`config.mk`:
```
export PLATFORM = sky130hd
export DESIGN_NAME = decode_regfile_fwd
export DESIGN_NICKNAME = d
export VERILOG_FILES = /design/src/rtl/decode_regfile_fwd.sv
export SDC_FILE = /design/constraint.sdc
export NUM_CORES = 2
export LEC_CHECK = 0
export CORE_MARGIN = 1
export CORE_UTILIZATION = 44
export CTS_BUF_LIST = sky130_fd_sc_hd__clkbuf_4 sky130_fd_sc_hd__clkbuf_8
export CTS_CLUSTER_DIAMETER = 150
export CTS_CLUSTER_SIZE = 28
export DETAILED_ROUTE_END_ITERATION = 8
export MAX_ROUTING_LAYER = met4
export PLACE_DENSITY = 0.69
export SYNTH_ARGS = -nofsm -noshare
export SYNTH_HDL_FRONTEND = slang
export SYNTH_SLANG_ARGS = --single-unit
```
`constraint.sdc`:
```
create_clock -name clk -period 47.8 [get_ports clk]
set_input_delay 14.34 -clock clk [delete_from_list [all_inputs] [get_ports clk]]
set_output_delay 14.34 -clock clk [all_outputs]
set_load 0.01 [all_outputs]
```
`src/rtl/decode_regfile_fwd.sv`:
```
// decode_regfile_fwd
//   Y86 decode / write-back stage. Decodes source and destination register IDs
//   from icode/rA/rB, reads operands from an internal register file with a
//   write-through bypass, commits the E and M write-back ports, and presents
//   the decoded instruction through a one-deep valid/ready output register.
//
// Ports:
//   clk, rst               clock (rising edge), asynchronous active-high reset
//   in_valid / in_ready    decode request handshake
//   in_icode, in_rA, in_rB instruction fields; in_cnd is the cmovXX condition
//   wb_dstE / wb_valE      write-back E port (RNONE = no write)
//   wb_dstM / wb_valM      write-back M port (RNONE = no write), wins over E
//   out_valid / out_ready  output handshake
//   out_icode, out_src*, out_dst*, out_val*, out_inv   registered decode result
module decode_regfile_fwd #(
    parameter int DATA_W = 64,
    parameter int NREG   = 15,
    parameter int RID_W  = 4,
    parameter int RSP_ID = 4
) (
    input  logic              clk,
    input  logic              rst,
    input  logic              in_valid,
    output logic              in_ready,
    input  logic [3:0]        in_icode,
    input  logic [RID_W-1:0]  in_rA,
    input  logic [RID_W-1:0]  in_rB,
    input  logic              in_cnd,
    input  logic [RID_W-1:0]  wb_dstE,
    input  logic [DATA_W-1:0] wb_valE,
    input  logic [RID_W-1:0]  wb_dstM,
    input  logic [DATA_W-1:0] wb_valM,
    output logic              out_valid,
    input  logic              out_ready,
    output logic [3:0]        out_icode,
    output logic [RID_W-1:0]  out_srcA,
    output logic [RID_W-1:0]  out_srcB,
    output logic [RID_W-1:0]  out_dstE,
    output logic [RID_W-1:0]  out_dstM,
    output logic [DATA_W-1:0] out_valA,
    output logic [DATA_W-1:0] out_valB,
    output logic              out_inv
);

    localparam logic [RID_W-1:0] RNONE  = '1;
    localparam logic [RID_W-1:0] RSP    = RID_W'(RSP_ID);
    localparam logic [RID_W:0]   NREG_W = (RID_W+1)'(NREG);

    // IDs that name no implemented register behave exactly like RNONE.
    function automatic logic [RID_W-1:0] clean_id(input logic [RID_W-1:0] id);
        return ({1'b0, id} >= NREG_W) ? RNONE : id;
    endfunction

    // ------------------------------------------------------------------
    // Decode
    // ------------------------------------------------------------------
    logic [RID_W-1:0] src_a_next, src_b_next, dst_e_next, dst_m_next;
    logic [RID_W-1:0] src_a_raw, src_b_raw, dst_e_raw, dst_m_raw;
    logic             inv_next;

    always_comb begin
        src_a_raw = RNONE;
        src_b_raw = RNONE;
        dst_e_raw = RNONE;
        dst_m_raw = RNONE;
        inv_next  = 1'b0;
        case (in_icode)
            4'h2: begin src_a_raw = in_rA; dst_e_raw = in_cnd ? in_rB : RNONE; end
            4'h3: begin dst_e_raw = in_rB; end
            4'h4: begin src_a_raw = in_rA; src_b_raw = in_rB; end
            4'h5: begin src_b_raw = in_rB; dst_m_raw = in_rA; end
            4'h6: begin src_a_raw = in_rA; src_b_raw = in_rB; dst_e_raw = in_rB; end
            4'h8: begin src_b_raw = RSP;   dst_e_raw = RSP; end
            4'h9: begin src_a_raw = RSP;   src_b_raw = RSP; dst_e_raw = RSP; end
            4'hA: begin src_a_raw = in_rA; src_b_raw = RSP; dst_e_raw = RSP; end
            4'hB: begin src_a_raw = RSP;   src_b_raw = RSP; dst_e_raw = RSP; dst_m_raw = in_rA; end
            4'h0, 4'h1, 4'h7: ;
            default: inv_next = 1'b1;
        endcase
        src_a_next = clean_id(src_a_raw);
        src_b_next = clean_id(src_b_raw);
        dst_e_next = clean_id(dst_e_raw);
        dst_m_next = clean_id(dst_m_raw);
    end

    // ------------------------------------------------------------------
    // Register file: flop array so every entry clears on reset and both
    // read ports see the whole file combinationally.
    // ------------------------------------------------------------------
    logic [DATA_W-1:0] rf_reg [NREG];
    logic [RID_W-1:0]  wb_dst_e_c, wb_dst_m_c;

    assign wb_dst_e_c = clean_id(wb_dstE);
    assign wb_dst_m_c = clean_id(wb_dstM);

    generate
        for (genvar gi = 0; gi < NREG; gi++) begin : g_rf
            localparam logic [RID_W-1:0] IDX = RID_W'(gi);
            always_ff @(posedge clk or posedge rst) begin
                if (rst) begin
                    rf_reg[gi] <= '0;
                end else if (wb_dst_m_c == IDX) begin
                    rf_reg[gi] <= wb_valM;   // M beats E on a shared target (popq %rsp)
                end else if (wb_dst_e_c == IDX) begin
                    rf_reg[gi] <= wb_valE;
                end
            end
        end
    endgenerate

    // Operand read with same-cycle bypass: the value seen is what the
    // register will hold after this edge's write-back.
    function automatic logic [DATA_W-1:0] read_op(
        input logic [RID_W-1:0]  id,
        input logic [DATA_W-1:0] rf_val
    );
        if (id == RNONE)           return '0;
        else if (id == wb_dst_m_c) return wb_valM;
        else if (id == wb_dst_e_c) return wb_valE;
        else                       return rf_val;
    endfunction

    logic [DATA_W-1:0] rf_a, rf_b, val_a_next, val_b_next;

    // RNONE never reaches the file lookup result (read_op masks it), so the
    // index is only meaningful for implemented registers.
    assign rf_a       = (src_a_next == RNONE) ? '0 : rf_reg[src_a_next];
    assign rf_b       = (src_b_next == RNONE) ? '0 : rf_reg[src_b_next];
    assign val_a_next = read_op(src_a_next, rf_a);
    assign val_b_next = read_op(src_b_next, rf_b);

    // ------------------------------------------------------------------
    // Output register / handshake
    // ------------------------------------------------------------------
    logic              valid_reg, inv_reg;
    logic [3:0]        icode_reg;
    logic [RID_W-1:0]  src_a_reg, src_b_reg, dst_e_reg, dst_m_reg;
    logic [DATA_W-1:0] val_a_reg, val_b_reg;
    logic              xfer;

    assign in_ready = !valid_reg || out_ready;
    assign xfer     = in_valid && in_ready;

    always_ff @(posedge clk or posedge rst) begin
        if (rst) begin
            valid_reg <= 1'b0;
            icode_reg <= 4'h0;
            src_a_reg <= RNONE;
            src_b_reg <= RNONE;
            dst_e_reg <= RNONE;
            dst_m_reg <= RNONE;
            val_a_reg <= '0;
            val_b_reg <= '0;
            inv_reg   <= 1'b0;
        end else if (xfer) begin
            valid_reg <= 1'b1;
            icode_reg <= in_icode;
            src_a_reg <= src_a_next;
            src_b_reg <= src_b_next;
            dst_e_reg <= dst_e_next;
            dst_m_reg <= dst_m_next;
            val_a_reg <= val_a_next;
            val_b_reg <= val_b_next;
            inv_reg   <= inv_next;
        end else if (out_ready) begin
            valid_reg <= 1'b0;
        end
    end

    assign out_valid = valid_reg;
    assign out_icode = icode_reg;
    assign out_srcA  = src_a_reg;
    assign out_srcB  = src_b_reg;
    assign out_dstE  = dst_e_reg;
    assign out_dstM  = dst_m_reg;
    assign out_valA  = val_a_reg;
    assign out_valB  = val_b_reg;
    assign out_inv   = inv_reg;

endmodule
```
==> impl_metrics.tcl <==
set metrics [dict create \
    final.setup.tns_ns 0 \
    nNetsFinal 7473 \
    worst_pin_slew_ns 1.29 \
    crit_type "in -> out" \
    cp_data_arrival_time_ns 15.56 \
    die_area_mm2 0.154 \
    worstHoldStart "out_srcB[1]" \
    cts_buffer_depth 3 \
    p_sw_uw 901 \
    fillerInstances 14400 \
    yosysTopAreaCellShare 0.408 \
    largest_reg_flops 960 \
    hold_depth 2 \
    regToRegSetupSlack_ns 43.88 \
    hold_end "out_srcB[1]" \
    p_seq_frac 0.540 \
    vdd_ir_drop_max_v 0.0000254 \
    regArea_mm2 0.0278 \
    finClkSkew_ns 0.0488 \
    synth-warning-count 0 \
    grt.total_usage 0.390 \
    ys_types 84 \
    multi_input_area_mm2 0.0358 \
    synth_flop_cell "dfrtp_1" \
    drive_gt1_frac 0.0548 \
    worstPathMaxFanout 4 \
    ys_seq_area_frac 0.414 \
    grt_pass1_vias 60900 \
    p_total_mw 2.43 \
    combPwrFrac 0.279 \
    die_width_um 393 \
    finalCritPeriodShare 0.625 \
    coreArea_mm2 0.152 \
    required_ns 33.46 \
    wire_per_inst_um 32.0 \
    drt_first_pass_iters 9 \
    netlist_top_cells_area "dfrtp_1, mux2i_1, o21ai_0" \
    hold_buffers 0 \
    setup_viol_count_final 0 \
    postCtsResizedCells 0 \
    async_flop_share 1.00 \
    overflow 0 \
    drt_iter0_drc 12200 \
    dp_hpwl_um 167000 \
    avgSynthCellArea_um2 8.65 \
    rows 143 \
    worstReg2RegEnd "out_valA[55]" \
    vias_per_cell 6.97 \
    cp-start-kind "primary input" \
    rsz0062_at_grt "no" \
    failed_checks "design-rule violations" \
    r2r_cells 9 \
    slew_viol_final 0 \
    wirelength_um 302000 \
    clock-sinks 1110 \
    path_clk_slew_ns 0.17 \
    syn_area_mm2 0.0672 \
    switching_share 0.370 \
    clock-root-buffer "clkbuf_8" \
    synth_cells 7764 \
    start_util 0.443 \
    hp-class "reg -> reg" \
    power_density_mw_per_mm2 34.0 \
    ant_nets 0 \
    htreeDepth 2 \
    yosys_register_bits 1110 \
    numCtsBuffers 45 \
    status "complete, but fails checks" \
    critPathCaptureType "output port" \
    pin_count 304 \
    p_leak_nw 27.8 \
    r2r_start "out_valid" \
    antenna_found_initial 37 \
    post_cts_buffers 0 \
    synth_nets 7917 \
    num_vias 65700 \
    area_growth_pct 6.74 \
    maxCapViolCount 0 \
    holdWs_ns 0.477 \
    place.gp.congestion 0.999 \
    max_freq_mhz 33.4 \
    io_buffers 303 \
    slew_headroom 0.135 \
    period_needed_ns 29.90 \
    p_int_mw 1.53 \
    drc 31 \
    die_h_um 393 \
    clock_latency_ns 0.93 \
    grt_max_degree 182 \
    power.share.clock 0.181 \
    synth_edf_count 0 \
    cts_tree "built" \
    grt_pass1_wl_um 430000 \
    finalHoldViolCount 0 \
    synth_top_area_cell "dfrtp_1" \
]
[how the worst max path moves through the flow]
stage,slack [ns],end,from
global placement,17.88,in_ready,out_ready
CTS,17.89,in_ready,out_ready
detailed placement,17.90,in_ready,out_ready
floorplan,2.23,out_icode[0],rst
finish,17.90,in_ready,out_ready
global route,17.84,in_ready,out_ready
[through the flow]
step | util | cell area, µm² | worst slack, ns | std cells
finish | 0.473 | 71700 | 17.90 | 9432
global route | 0.472 | 71700 | 17.84 | 9420
CTS | 0.472 | 71600 | 17.89 | 9386
detailed placement | 0.466 | 70700 | 17.90 | 9303
global placement | 0.466 | 70700 | 17.88 | 9303
floorplan | - | 67200 | 2.23 | 7764
[power groups by stage]
stage / clock, mW / combinational [mW] / sequential, mW
floorplan: 0 / 0.434 / 1.28
global placement: 0 / 0.638 / 1.31
detailed placement: 0 / 0.658 / 1.32
CTS: 0.437 / 0.658 / 1.30
global route: 0.466 / 0.728 / 1.33
finish: 0.441 / 0.679 / 1.31
[synth_stat cells (11+ instances only)]
master and instances:
nand2_1 1344, dfrtp_1 1094, mux2i_1 1075, o21ai_0 1013, clkbuf_1 630, a21oi_1 370
nor2_1 370, a221oi_1 267, nand3_1 230, a22oi_1 173, buf_2 173, buf_1 148
o22ai_1 103, a211oi_1 82, o311a_1 53, a222oi_1 51, nor3_1 50, a221o_1 46
a31oi_1 42, inv_1 31, o31ai_1 31, o21ai_1 29, nand4_1 24, mux2_2 22
a31o_2 21, o221ai_1 20, a32o_1 17, dfstp_2 16, nor4_1 16, nand2b_1 15
o2111ai_1 15, a32oi_1 13, o211ai_1 11
[cells by family (layout without fill, tap and decap cells)]
logic type,Yosys count,in the layout,share of synthesized area
AO/OA/AOI/OAI,2440,2440,0.233
AND/OR/NAND/NOR,2113,2113,0.129
flip-flops,1110,1110,0.414
multiplexers,1097,1097,0.164
buffers and inverters,1001,593,0.0605
XOR/XNOR,3,3,0.000391
other,0,46,0
[placed cells by master (no fill, tap or decap), types with 15 or more instances in the layout]
cell type,instances
inv_1,30
a21oi_1,367
mux2i_1,1075
nand3_1,226
a32o_1,17
diode_2,46
o21ai_0,1013
o221ai_1,20
clkdlybuf4s50_1,303
o31ai_1,30
a22oi_1,173
buf_4,170
mux2_2,22
nor2_4,15
clkbuf_8,47
a221o_1,46
nand2_1,1340
nor2_1,353
nand2b_1,15
clkbuf_4,33
a221oi_1,267
o311a_1,53
dfrtp_1,1094
nor3_1,38
a31oi_1,40
o2111ai_1,15
a211oi_1,82
a222oi_1,51
a31o_2,18
nand4_1,24
dfstp_2,16
o21ai_1,27
o22ai_1,103
[layout make-up]
class | instances | area share
diodes | 46 | 0.00161
clock buffers | 80 | 0.0125
clock inverters | 3 | 0.000297
multi-input cells | 5653 | 0.499
repair buffers | 478 | 0.0615
flip-flops and latches | 1110 | 0.388
inverters | 32 | 0.00178
well taps | 2030 | 0.0354
[worst max-delay path, cell delays in order]
cell and delay (ns):
clkdlybuf4s50_1 0.45, nand2b_1 0.20, clkdlybuf4s50_1 0.57
[layer usage]
metal	routed length [µm]	vias up	global-route usage
met3	48800	1331	0.149
met2	121000	5791	0.525
li1	-	27200	-
met4	22100	0	0.245
met5	0	-	-
met1	110000	31400	0.486
(Power assumes the default switching activity.)
